[src/rtl/tick_paced_updown_counter.sv]
// tick_paced_updown_counter: prescaler-generated clock enable stepping a wrapping up/down counter.
module tick_paced_updown_counter #(
  parameter int CLK_FREQ_HZ = 100000000,
  parameter int TICK_HZ     = 1,
  parameter int WIDTH       = 8
) (
  input  logic             clk,
  input  logic             rst,
  input  logic             dir,
  input  logic             pause,
  input  logic [WIDTH-1:0] max_num,
  output logic [WIDTH-1:0] count,
  output logic             tick,
  output logic             wrap
);
  localparam int DIV = CLK_FREQ_HZ / TICK_HZ;
  localparam int PW = DIV > 2 ? $clog2(DIV) : 1;
  localparam logic [PW-1:0] LAST = PW'(DIV - 1);
  if (DIV < 2) begin : g_div_chk
    $error("tick_paced_updown_counter: CLK_FREQ_HZ/TICK_HZ must be >= 2");
  end
  logic [PW-1:0]    presc_q, presc_d;
  logic [WIDTH-1:0] count_q, count_d;
  logic             tick_q, tick_d, wrap_q, wrap_d;
  logic             up_wrap, dn_wrap;
  always_comb begin
    presc_d = presc_q == LAST ? '0 : presc_q + 1'b1;
    // tick is registered one cycle ahead so it is high exactly while presc_q == LAST
    tick_d  = presc_d == LAST;
    up_wrap = count_q >= max_num;
    dn_wrap = count_q == '0 || count_q > max_num;
    count_d = (!tick_q || pause) ? count_q :
              dir ? (up_wrap ? '0 : count_q + 1'b1) :
                    (dn_wrap ? max_num : count_q - 1'b1);
    wrap_d  = tick_q && !pause && (dir ? up_wrap : dn_wrap);
  end
  always_ff @(posedge clk or posedge rst) begin
    if (rst) begin
      presc_q <= '0;
      tick_q  <= 1'b0;
      count_q <= '0;
      wrap_q  <= 1'b0;
    end else begin
      presc_q <= presc_d;
      tick_q  <= tick_d;
      count_q <= count_d;
      wrap_q  <= wrap_d;
    end
  end
  assign count = count_q;
  assign tick  = tick_q;
  assign wrap  = wrap_q;
endmodule

[config.mk]
export PLATFORM = sky130hd
export DESIGN_NAME = tick_paced_updown_counter
export DESIGN_NICKNAME = d
export VERILOG_FILES = /design/src/rtl/tick_paced_updown_counter.sv
export SDC_FILE = /design/constraint.sdc
export NUM_CORES = 1
export LEC_CHECK = 0
export BUFFER_PORTS_ARGS = -buffer_cell sky130_fd_sc_hd__buf_4
export CORE_AREA = 2 2 92 94
export DETAILED_ROUTE_END_ITERATION = 8
export DIE_AREA = 0 0 94 96
export PLACE_DENSITY = 0.48
export SYNTH_ARGS = -nofsm -noshare
export SYNTH_HDL_FRONTEND = slang
export SYNTH_SLANG_ARGS = --single-unit
[constraint.sdc]
create_clock -name clk -period 6.4 [get_ports clk]
set_clock_uncertainty 0.15 [all_clocks]
set_input_delay 0.64 -clock clk [delete_from_list [all_inputs] [get_ports clk]]
set_output_delay 0.64 -clock clk [all_outputs]
set_load 0.01 [all_outputs]
Word level (Yosys, flattened, before mapping)
Index checks and enable logic that the tools add are counted.
{"block": "op_classes", "n_addsub": 3, "n_lt_le_gt_ge": 2, "eq_ne": 2, "muxes": 5, "n_reduce_logical": 7}
{"operator": "27-bit equality test (second input constant)", "n": 2}
{"operator": "27-bit by 1-bit adder with 27-bit output (second input constant)", "n": 1}
{"operator": "27-bit two-way mux", "n": 1}
{"operator": "8-bit two-way mux", "n": 3}
{"operator": "8-bit by 1-bit adder with 8-bit output (second input constant)", "n": 1}
{"operator": "8-bit >= comparator", "n": 1}
{"operator": "8-bit > comparator", "n": 1}
{"operator": "8-bit zero test", "n": 1}
{"operator": "8-bit by 1-bit subtractor with 8-bit output (second input constant)", "n": 1}
{"operator": "1-bit logical AND", "n": 2}
{"operator": "1-bit zero test", "n": 2}
{"operator": "1-bit logical OR", "n": 2}
{"operator": "1-bit two-way mux", "n": 1}
{"block": "word_totals", "register_bits": 37, "output_inout_bits": 10, "word_cells": 23}

Depth between registers and ports, before layout
Gate-level depths: netlist of run 1.
{"block": "depth", "word_depth": 4, "ltp_mapped": 9, "depth_no_buf": 9}

Worst setup path after synthesis of run 1
No wires, ideal clock.
{"block": "synth_timing", "path_type": "input port to flip-flop", "startpoint": "in max_num[1]", "endpoint": "reg count_q[0] (netlist: count[0])", "setup_ns": 0.069, "arrival_ns": 2.202, "setup_slack_ns": 3.979, "stages": 9, "n_path_buf": 0, "path_cell_list": "inv_1 ha_1 nor2b_1 o211ai_1 a21oi_1 o22ai_1 nand2_1 or4_1 nand3_1"}
{"block": "synth_via", "elab_chain_cells": 4}
{"element": "from (decl)", "line": "11", "text": "input logic [WIDTH-1:0] max_num,"}
{"element": "8-bit > comparator", "line": "31", "text": "dn_wrap = count_q == '0 || count_q > max_num;"}
{"element": "1-bit logical OR", "line": "31"}
{"element": "8-bit two-way mux", "line": "34", "text": "(dn_wrap ? max_num : count_q - 1'b1);"}
{"element": "8-bit two-way mux *", "line": "33", "text": "dir ? (up_wrap ? '0 : count_q + 1'b1) :"}
{"element": "to (signal assigned)", "line": "46", "text": "count_q <= count_d;"}
{"element": "to (decl)", "line": "23", "text": "logic [WIDTH-1:0] count_q, count_d;"}
Mark *: on every way between the ends. The rest lies on a longest branch, timed or not.
A chain may end at the register's enable or synchronous reset.

Worst setup path in the final report of run 1
{"block": "layout_timing", "startpoint": "reg presc_q[0]", "endpoint": "reg tick_q (netlist: tick)"}
{"block": "layout_via", "elab_chain_cells": 3}
{"element": "from (decl)", "line": "22", "text": "logic [PW-1:0] presc_q, presc_d;"}
{"element": "from (signal assigned)", "line": "44", "text": "presc_q <= presc_d;"}
{"element": "27-bit by 1-bit adder with 27-bit output or 27-bit equality test (tied branches)", "line": "27", "text": "presc_d = presc_q == LAST ? '0 : presc_q + 1'b1;"}
{"element": "27-bit two-way mux *", "line": "27"}
{"element": "net presc_d[6]", "line": "22"}
{"element": "27-bit equality test *", "line": "29", "text": "tick_d = presc_d == LAST;"}
{"element": "net tick_d", "line": "24", "text": "logic tick_q, tick_d, wrap_q, wrap_d;"}
{"element": "to (signal assigned)", "line": "45", "text": "tick_q <= tick_d;"}
{"element": "to (decl)", "line": "24"}
Mark *: on every way through the listed nets, which the timed path passes. The rest lies on a longest branch.

==> results of run 1 <==
[worst max-delay path: cells and delay by family, from the launching register on]
kind / cells / cell delay [ns]
AND/OR/NAND/NOR: 5 / 1.35
adder cells (fa/ha/maj): 1 / 0.32
XOR/XNOR: 1 / 0.20
flip-flops: 1 / 0.41
[stage by stage]
step,setup WS (ns),util,cell area [µm²],hold WS [ns]
3_3_place_gp,3.761,0.3425,2758,0.3504
3_5_place_dp,3.711,0.3425,2758,0.3460
6_report,3.880,0.3570,2874,0.3140
2_1_floorplan,3.979,-,2507,0.3011
4_1_cts,3.852,0.3570,2874,0.3313
5_1_grt,3.744,0.3570,2874,0.3505
[per-layer routing]
| metal | share of wire | routed length, µm | track usage | vias up |
|---|---|---|---|---|
| met5 | 0 | 0 | 0 | - |
| met4 | 0.012 | 67 | 0.03986 | 0 |
| met3 | 0.035 | 197 | 0.02819 | 5 |
| met2 | 0.44 | 2484 | 0.2137 | 34 |
| met1 | 0.51 | 2905 | 0.2018 | 947 |
| li1 | - | - | - | 1024 |
[cells by family after synthesis]
logic type	Yosys count
buf+inv	22
mux	7
compound gates	40
simple gates	129
fa+ha+maj	12
flops	37
xor+xnor	29
[Yosys cell counts, drive strengths merged]
cell type | n | area share
dfrtp | 37 | 0.37
nor2 | 29 | 0.056
nand3 | 22 | 0.049
nand2 | 21 | 0.031
o21ai | 16 | 0.032
xor2 | 16 | 0.056
a21oi | 13 | 0.026
nand4 | 13 | 0.038
xnor2 | 13 | 0.045
ha | 12 | 0.060
inv | 12 | 0.018
nor3 | 11 | 0.028
clkbuf | 7 | 0.010
mux2i | 6 | 0.024
nor4 | 5 | 0.015
and3 | 4 | 0.010
and4 | 4 | 0.016
and2 | 3 | 0.0085
buf | 3 | 0.011
nand2b | 3 | 0.0075
nor2b | 3 | 0.0075
or4b | 3 | 0.012
a21o | 2 | 0.0060
a32oi | 2 | 0.0070
nand4b | 2 | 0.0070
or4 | 2 | 0.0060
a31o | 1 | 0.0035
and3b | 1 | 0.0035
mux2 | 1 | 0.0045
nor3b | 1 | 0.0030
nor4b | 1 | 0.0060
o2111ai | 1 | 0.0035
o211ai | 1 | 0.0030
o21a | 1 | 0.0030
o22a | 1 | 0.0035
o22ai | 1 | 0.0025
o2bb2ai | 1 | 0.0035
or3 | 1 | 0.0025
[placed cells by master (no fill, tap or decap), drive strengths merged, types with 2 or more instances in the layout]
cell type / count
nand4b: 2
nand4: 13
or4b: 3
dfrtp: 37
mux2i: 6
and2: 3
clkbuf: 7
ha: 12
a32oi: 2
or4: 2
nand3: 22
and3: 4
xor2: 16
nand2: 21
a21o: 2
nor4: 5
a21oi: 13
nor3: 11
buf: 23
o21ai: 16
xnor2: 13
inv: 12
nor2: 29
and4: 4
nand2b: 3
nor2b: 3
[worst min-delay path by stage]
stage / from / to / slack, ns / cells after the start
floorplan: presc_q[17] / presc_q[17] / 0.30 / 1
global placement: presc_q[0] / presc_q[0] / 0.35 / 1
detailed placement: presc_q[17] / presc_q[17] / 0.35 / 1
CTS: rst / presc_q[22] / 0.33 / 3
global route: rst / presc_q[23] / 0.35 / 3
finish: rst / presc_q[23] / 0.31 / 3
[where the power goes]
part | internal, mW | switching, mW | total, mW
combinational | 0.00845 | 0.0123 | 0.0208
clock | 0.127 | 0.0880 | 0.215
sequential | 0.234 | 0 | 0.234
[flip-flops by register name, indices dropped and copies added (netlist names)]
signal	cells
presc_q	27
count	8
wrap	1
tick	1
[final cells by class]
class,instances,share of cell area
multi-input cells,217,0.5159
flip-flops and latches,37,0.3222
repair buffers,23,0.06008
well taps,105,0.04571
clock buffers,7,0.03004
inverters,12,0.01567
clock inverters,1,0.01045
==> results.tsv, run 1 <==
stage	metric	value	unit
sta	max_slew headroom	0.6305	
clock_tree	clk root buf	clkbuf_8	
final_layout	Filler cells	849	
global_routing	first-pass GRT wire length	9811	µm
clock_tree	CTS Buf Count	5	
synthesis	FF+latch count, synth	37	
setup_path	Arrival @ worst endpoint	2.57	ns
placement	GPL Wtd Cong	0.8186	
sta	Fmax achieved	0.3969	GHz
setup_path	Worst setup endpoint	tick	
global_routing	number of global-route vias before repair	1948	
final_layout	multi-input logic area	1483	µm²
clock_tree	Clock Path Buffers	2	
clock_tree	CTS hold repair buffers	0	
setup_path	reg2reg setup slack	3.88	ns
floorplanning	Die W	94	µm
setup_path	CP cell instances	ha_1, and2_4, xor2_1, or4b_1, nor4_2, nand4b_1, nor4b_2	
drt	Total Routed Length	5655	µm
floorplanning	site row count	33	
placement	Post-DP HPWL	4115	µm
clock_tree	H-tree Lvls	2	
final_layout	layout cells sized above 1	0.1481	
pwr	peak supply drop	70.99	µV
flow_run	max cap viols	0	
final_layout	Nets	320	
setup_path	crit start category	flip-flop	
sta	Fin. Hold Viols	0	
setup_path	Crit Path Class	reg -> reg	
synthesis	Mapped Avg Cell Area	9.085	µm²
clock_tree	CTS tree	built	
drt	DRC	0	
setup_path	CP endpoint kind	flip-flop	
floorplanning	io pins	22	
drt	wire per inst	14.07	µm
synthesis	mux contribution to synthesized area	0.02844	
setup_path	CP Max Fanout	12	
synthesis	largest family of logic cells by synthesized area	simple AND/OR/NAND/NOR gates	
setup_path	worst r2r path cells	7	
sta	final worst-path cycle share	0.3937	
synthesis	syn nets	300	
placement	I/O Buffers	21	
pwr	PwrDens	163.4	nW/µm²
synthesis	Seq/Total Area, Yosys	0.3693	
drt	number of DRC markers in iteration 0	90	
clock_tree	Clock Sinks	37	
synthesis	Post-Synth XOR/XNOR Area	0.1013	
setup_path	worst r2r src	presc_q[0]	
run_status	status	completed	
setup_path	Critical Path Slowest Stage Cell	or4b_1	
sta	Final Slew Violations	0	
synthesis	Yosys Warn Count	0	
sta	min Tclk post-route	2.520	ns
global_routing	Overflow after GRT	0	
floorplanning	die area	9024	µm²
floorplanning	Die H	96	µm
worst_hold_path	Hold Path Class	in -> async	
drt	Routed Antenna Nets	0	
drt	Via density	5.000	
synthesis	Synth Cell Area	2507	µm²
global_routing	initial antenna violation count	0	
floorplanning	Core ar.	8051	µm²
synthesis	Post-Synth Adder-Cell Area	0.05988	
synthesis	Mapped Cells	276	
final_layout	Seq. cell area	925.9	µm²
pwr	Leakage	1.265	nW
sta	Setup Viol. Count Final	0	
drt	DR vias	2010	
clock_tree	post-CTS resize count	0	
final_layout	synthesis-to-layout area growth	14.62	%
drt	DRT Pass-1 Iters	4	
floorplanning	Initial Util	0.3114	
sta	Tightest Pin Transition	0.5532	ns
setup_path	slowest stage delay, CP	0.47	ns
sta	RSZ-0062 raised after global routing	false	
global_routing	largest net degree at the start of global routing	38	
placement	Placed Instances	394	
setup_path	Critical R2R Capture	tick	
final_layout	non-filler cells, final	402	
setup_path	Critical Path RT	6.45	ns
clock_tree	clk_lat worst skew	0.29	ns
global_routing	Total GRT Usage	0.1402	
synthesis	post-synthesis compound-gate area fraction	0.09331	
final_layout	ANT cells	0	
sta	total negative slack	0	ns
clock_tree	# Post-CTS Setup Buffers	0	
setup_path	worst setup path start	presc_q[0]	
synthesis	synth unique cells	49	
pwr	Tot Pwr	0.4695	mW
clock_tree	Worst-path clk slew	0.08	ns
synthesis	Simple-Gate Fraction of Synth Area	0.3084	
(Power assumes the default switching activity.)
==> run 2, diff against run 1 <==
ABC_AREA = 1   (was unset)
CORE_AREA = 2 2 98 100   (was 2 2 92 94)
DIE_AREA = 0 0 100 102   (was 0 0 94 96)
clock period = 2.44 ns   (was 6.4 ns; I/O delays follow)
==> results.tsv, run 2 <==
stage	metric	value	unit
floorplanning	Die W	100	µm
clock_tree	CTS tree	built	
drt	number of DRC markers in iteration 0	118	
synthesis	top cells by count, synth	113 x nand2_1, 72 x nor2_1, 62 x inv_1	
sta	Setup Viol. Count Final	0	
setup_path	Critical Path RT	2.47	ns
floorplanning	io pins	22	
synthesis	Seq/Total Area, Yosys	0.3217	
setup_path	slowest stage delay, CP	0.44	ns
setup_path	CP Max Fanout	11	
setup_path	Critical R2R Capture	tick	
sta	min Tclk post-route	2.154	ns
sta	RSZ-0062 raised after global routing	false	
worst_hold_path	Hold Path Class	in -> reg	
floorplanning	Initial Util	0.3159	
setup_path	worst setup path start	presc_q[0]	
global_routing	number of global-route vias before repair	2641	
setup_path	reg2reg setup slack	0.29	ns
clock_tree	clk_lat worst skew	0.29	ns
pwr	peak supply drop	201.6	µV
global_routing	largest net degree at the start of global routing	38	
synthesis	Synth Cell Area	2878	µm²
sta	final worst-path cycle share	0.8829	
clock_tree	# Post-CTS Setup Buffers	0	
clock_tree	Clock Path Buffers	2	
placement	placed instance area	3226	µm²
final_layout	most frequent cells in the layout	113 x nand2_1, 72 x nor2_1, 62 x inv_1, 49 x nand3_1, 37 x dfrtp_1	
pwr	Tot Pwr	1.322	mW
floorplanning	die area	10200	µm²
final_layout	Nets	498	
final_layout	ANT cells	0	
setup_path	count of buffer and inverter cells on the critical path	1	
setup_path	Worst setup endpoint	tick	
final_layout	Largest register FFs	27	
placement	Post-DP HPWL	6048	µm
synthesis	syn nets	462	
sta	total negative slack	0	ns
final_layout	commonest non-fill, non-tap cell in the layout	nand2_1	
placement	I/O Buffers	21	
pwr	Leakage	1.660	nW
sta	Fmax achieved	0.4642	GHz
synthesis	Mapped Cells	438	
sta	Tightest Pin Transition	0.4930	ns
pwr	PwrDens	396.1	nW/µm²
synthesis	Yosys Warn Count	0	
drt	Via density	4.696	
final_layout	most flop-heavy register	presc_q	
setup_path	CP endpoint kind	flip-flop	
drt	DRT Pass-1 Iters	4	
synthesis	post-synth top area share	0.3217	
drt	DRC	0	
setup_path	worst r2r src	presc_q[0]	
floorplanning	site row count	35	
setup_path	worst r2r path cells	12	
synthesis	Mapped Avg Cell Area	6.570	µm²
clock_tree	H-tree Lvls	2	
setup_path	crit start category	flip-flop	
synthesis	EDFF count, synth	0	
final_layout	final design utilization	0.3663	
synthesis	count leader, synth	nand2_1	
synthesis	Synth area leaders	dfrtp_1 32%, nand2_1 15%, nor2_1 9.4%	
setup_path	Crit Path Class	reg -> reg	
global_routing	initial antenna violation count	0	
floorplanning	Core ar.	9109	µm²
final_layout	layout cells sized above 1	0.1516	
drt	wire per inst	12.85	µm
synthesis	area leader, netlist	dfrtp_1	
drt	Routed Antenna Nets	0	
synthesis	Synth Flop Type	dfrtp_1	
sta	Final Slew Violations	0	
flow_run	max cap viols	0	
final_layout	design area	3337	µm²
clock_tree	Clock Sinks	37	
setup_path	Crit path depth	12	
setup_path	family with the most delay on the worst path	simple AND/OR/NAND/NOR gates	
sta	Fin. Hold Viols	0	
global_routing	Total GRT Usage	0.1570	
synthesis	Synth async-reset ratio	1.000	
global_routing	Overflow after GRT	0	
clock_tree	CTS Buf Count	5	
global_routing	first-pass GRT wire length	12670	µm
drt	DR vias	2752	
placement	GPL Wtd Cong	0.8992	
final_layout	synthesis-to-layout area growth	15.96	%
run_status	status	completed	
sta	max_slew headroom	0.6713	
synthesis	FF+latch count, synth	37	
setup_path	CP cell instances	ha_1, nand2_1, nor2_4, nand2_2, nor2_2, nand2_2, inv_2, nor2_4, nand2_1, nor2_1, nand3_1, nor2_1	
synthesis	synth unique cells	27	
floorplanning	Die H	102	µm
clock_tree	clk root buf	clkbuf_8	
setup_path	Critical Path Slowest Stage Cell	dfrtp_1	
clock_tree	Worst-path clk slew	0.08	ns
drt	Total Routed Length	7528	µm
setup_path	Arrival @ worst endpoint	2.19	ns
-- run 2: cell count changes in the layout (fill, tap and decap cells not counted), moves of 14 or more --
cell,delta
nor2_2,+14
nand3_1,+28
nand2_1,+92
inv_1,+50
nor2_1,+45
-- run 2: worst min path at each step --
stage | start | endpoint | cells past startpoint
2_1_floorplan | rst | count[0] | 1
3_3_place_gp | rst | count[2] | 3
3_5_place_dp | rst | presc_q[3] | 3
4_1_cts | max_num[0] | count[0] | 5
5_1_grt | max_num[0] | count[0] | 5
6_report | max_num[0] | count[0] | 5
-- run 2: repair_timing --
action,in CTS,in global routing
endpoints found under the setup margin,0,0
hold buffers,1,0
hold endpoints to repair,37,0
resized for setup,0,0
-- run 2: tightest hold or removal path, cell delays in order --
cell and delay (ns):
buf_4 0.09, nand3_1 0.07, nand2_1 0.06, nand2_1 0.05, nand2_1 0.05
-- run 2: cell type report --
cell class,instances,area (µm²)
clock buffer,7,96.34
sequential,37,925.9
timing repair buffer,31,235.2
multi-input combinational,331,1680
fill,996,5772
inverter,68,255.2
clock inverter,1,5.005
tap,111,138.9
-- run 2: cells by family (layout without fill, tap and decap cells) --
| kind of cell | Yosys count | count (layout) | share of synthesized area |
|---|---|---|---|
| XOR/XNOR | 12 | 12 | 0.03652 |
| AO/OA/AOI/OAI | 26 | 26 | 0.05130 |
| buffers and inverters | 70 | 107 | 0.09434 |
| adder cells (fa/ha/maj) | 12 | 12 | 0.05217 |
| AND/OR/NAND/NOR | 281 | 281 | 0.4439 |
| flip-flops | 37 | 37 | 0.3217 |
-- run 2: report_power, final --
part           switching [mW]  leakage (nW)  internal (mW)
Clock                   0.227        0.0542          0.256
Combinational           0.126          1.12         0.0862
Sequential            0.00638         0.491          0.621
-- run 2: through the flow --
step                setup WS (ns)  cells  hold WS, ns
CTS                        0.2704    586       0.1475
finish                     0.2858    586       0.1641
global route              0.08168    586       0.1616
detailed placement         0.2737    577       0.2627
global placement           0.2664    577       0.2558
floorplan                  0.5033    438       0.2737
-- run 2: metal layers --
layer / GRT usage / up-vias / routed length, µm
met5: 0 / - / 0
met4: 0.02845 / 0 / 48
met3: 0.02736 / 4 / 213
met2: 0.2448 / 29 / 3323
met1: 0.2311 / 1272 / 3944
li1: - / 1447 / -
==> run 3, diff against run 2 <==
ABC_AREA = 0   (was 1)
CELL_PAD_IN_SITES_DETAIL_PLACEMENT = 1   (was unset)
CELL_PAD_IN_SITES_GLOBAL_PLACEMENT = 2   (was unset)
CORE_AREA = 2 2 92 94   (was 2 2 98 100)
DIE_AREA = 0 0 94 96   (was 0 0 100 102)
PLACE_DENSITY = 0.7   (was 0.48)
==> results.tsv, run 3 (synthesized netlist as in run 1, its figures left out) <==
stage	metric	value	unit
pwr	Tot Pwr	1.114	mW
clock_tree	clk_lat worst skew	0.28	ns
drt	Total Routed Length	6572	µm
sta	total negative slack	0	ns
final_layout	non-filler cells, final	422	
global_routing	largest net degree at the start of global routing	38	
sta	RSZ-0062 raised after global routing	false	
final_layout	final design utilization	0.3759	
sta	final setup margin	0.1219	ns
clock_tree	Worst-path clk slew	0.07	ns
floorplanning	die area	9024	µm²
setup_path	CP Max Fanout	7	
clock_tree	Clock Sinks	37	
sta	min Tclk post-route	2.318	ns
worst_hold_path	worst hold path cell count	3	
sta	Final Slew Violations	0	
clock_tree	CTS Buf Count	5	
floorplanning	Core ar.	8051	µm²
drt	Routed Antenna Nets	0	
setup_path	worst r2r src	presc_q[10]	
final_layout	synthesis-to-layout area growth	20.71	%
final_layout	Filler cells	973	
sta	Fin. Hold Viols	0	
final_layout	most frequent cells in the layout	43 x buf_4, 34 x dfrtp_1, 27 x nor2_1, 21 x nand3_1, 20 x nand2_1	
global_routing	first-pass GRT wire length	10940	µm
final_layout	commonest non-fill, non-tap cell in the layout	buf_4	
final_layout	Nets	341	
final_layout	most flop-heavy register	presc_q	
floorplanning	io pins	22	
global_routing	number of global-route vias before repair	2156	
sta	hold slack	0.09720	ns
final_layout	layout cells sized above 1	0.2208	
global_routing	initial antenna violation count	0	
worst_hold_path	Hold Crit Endpoint	count[0]	
floorplanning	Initial Util	0.3114	
drt	number of DRC markers in iteration 0	57	
setup_path	reg2reg setup slack	0.12	ns
worst_hold_path	min-delay src	max_num[0]	
run_status	status	completed	
drt	wire per inst	15.57	µm
drt	DRC	0	
placement	GPL Wtd Cong	0.7785	
sta	max_slew headroom	0.6669	
placement	Post-DP HPWL	5028	µm
pwr	Leakage	1.355	nW
floorplanning	Die H	96	µm
final_layout	Seq. cell area	929.6	µm²
sta	Fmax achieved	0.4314	GHz
pwr	peak supply drop	153.0	µV
placement	pre-CTS setup slack	0.07480	ns
sta	Setup Viol. Count Final	0	
drt	DRT Pass-1 Iters	4	
global_routing	Total GRT Usage	0.1553	
placement	Placed Instances	413	
setup_path	Arrival @ worst endpoint	2.36	ns
setup_path	Critical Path RT	2.49	ns
final_layout	design area	3027	µm²
sta	final worst-path cycle share	0.9500	
flow_run	max cap viols	0	
pwr	PwrDens	368.1	nW/µm²
global_routing	Overflow after GRT	0	
setup_path	worst r2r path cells	8	
final_layout	ANT cells	0	
worst_hold_path	Hold Path Class	in -> reg	
floorplanning	Die W	94	µm
clock_tree	H-tree Lvls	2	
clock_tree	Clock Path Buffers	2	
setup_path	crit start category	flip-flop	
drt	Via density	5.156	
setup_path	CP endpoint kind	flip-flop	
final_layout	multi-input logic area	1501	µm²
drt	DR vias	2176	
clock_tree	clk root buf	clkbuf_8	
setup_path	Crit Path Class	reg -> reg	
sta	Tightest Pin Transition	0.4996	ns
placement	I/O Buffers	21	
clock_tree	CTS tree	built	
final_layout	Largest register FFs	27	
setup_path	Critical R2R Capture	tick	
placement	placed instance area	2900	µm²
floorplanning	site row count	33	
==> run 3: worst max path at each step <==
| stage | depth (start not counted) | startpoint | to |
|---|---|---|---|
| floorplan | 8 | count[1] | count[0] |
| global placement | 7 | presc_q[8] | tick |
| detailed placement | 8 | presc_q[1] | tick |
| CTS | 7 | presc_q[1] | tick |
| global route | 7 | presc_q[6] | tick |
| finish | 8 | presc_q[10] | tick |
==> run 3: power by group <==
| part | switching, mW | internal, mW |
|---|---|---|
| registers | 0 | 0.613 |
| logic | 0.0353 | 0.0254 |
| clock network | 0.216 | 0.224 |
==> run 3: layer usage <==
layer  part of all wire  up-vias  routed length, µm  track usage
met4             0.0068        0                 45      0.03261
met3              0.026        5                172      0.02349
met1               0.51     1082               3325       0.2268
met5                  0        -                  0            0
li1                   -     1064                  -            -
met2               0.46       25               3029       0.2440
==> run 3: critical path, cell delays in order (launching register included) <==
cell,delay [ns]
dfrtp_1,0.43
nand3_1,0.27
nor3_4,0.07
buf_4,0.17
and3_2,0.23
or4b_1,0.50
o21ai_1,0.09
a32oi_1,0.08
nor4b_2,0.25
==> run 3: area by class of cell <==
cell class	count	share of cell area
clock buffers	7	0.02852
inverters	12	0.01488
multi-input cells	217	0.4961
flip-flops and latches	37	0.3072
well taps	105	0.04341
repair buffers	44	0.1100
==> run 3: what timing repair did <==
action / 4_1_cts / 5_1_grt
hold buffers: 1 / 0
setup buffers: 0 / 1
resized for setup: 0 / 8
hold endpoints to repair: 37 / 0
endpoints found under the setup margin: 0 / 6
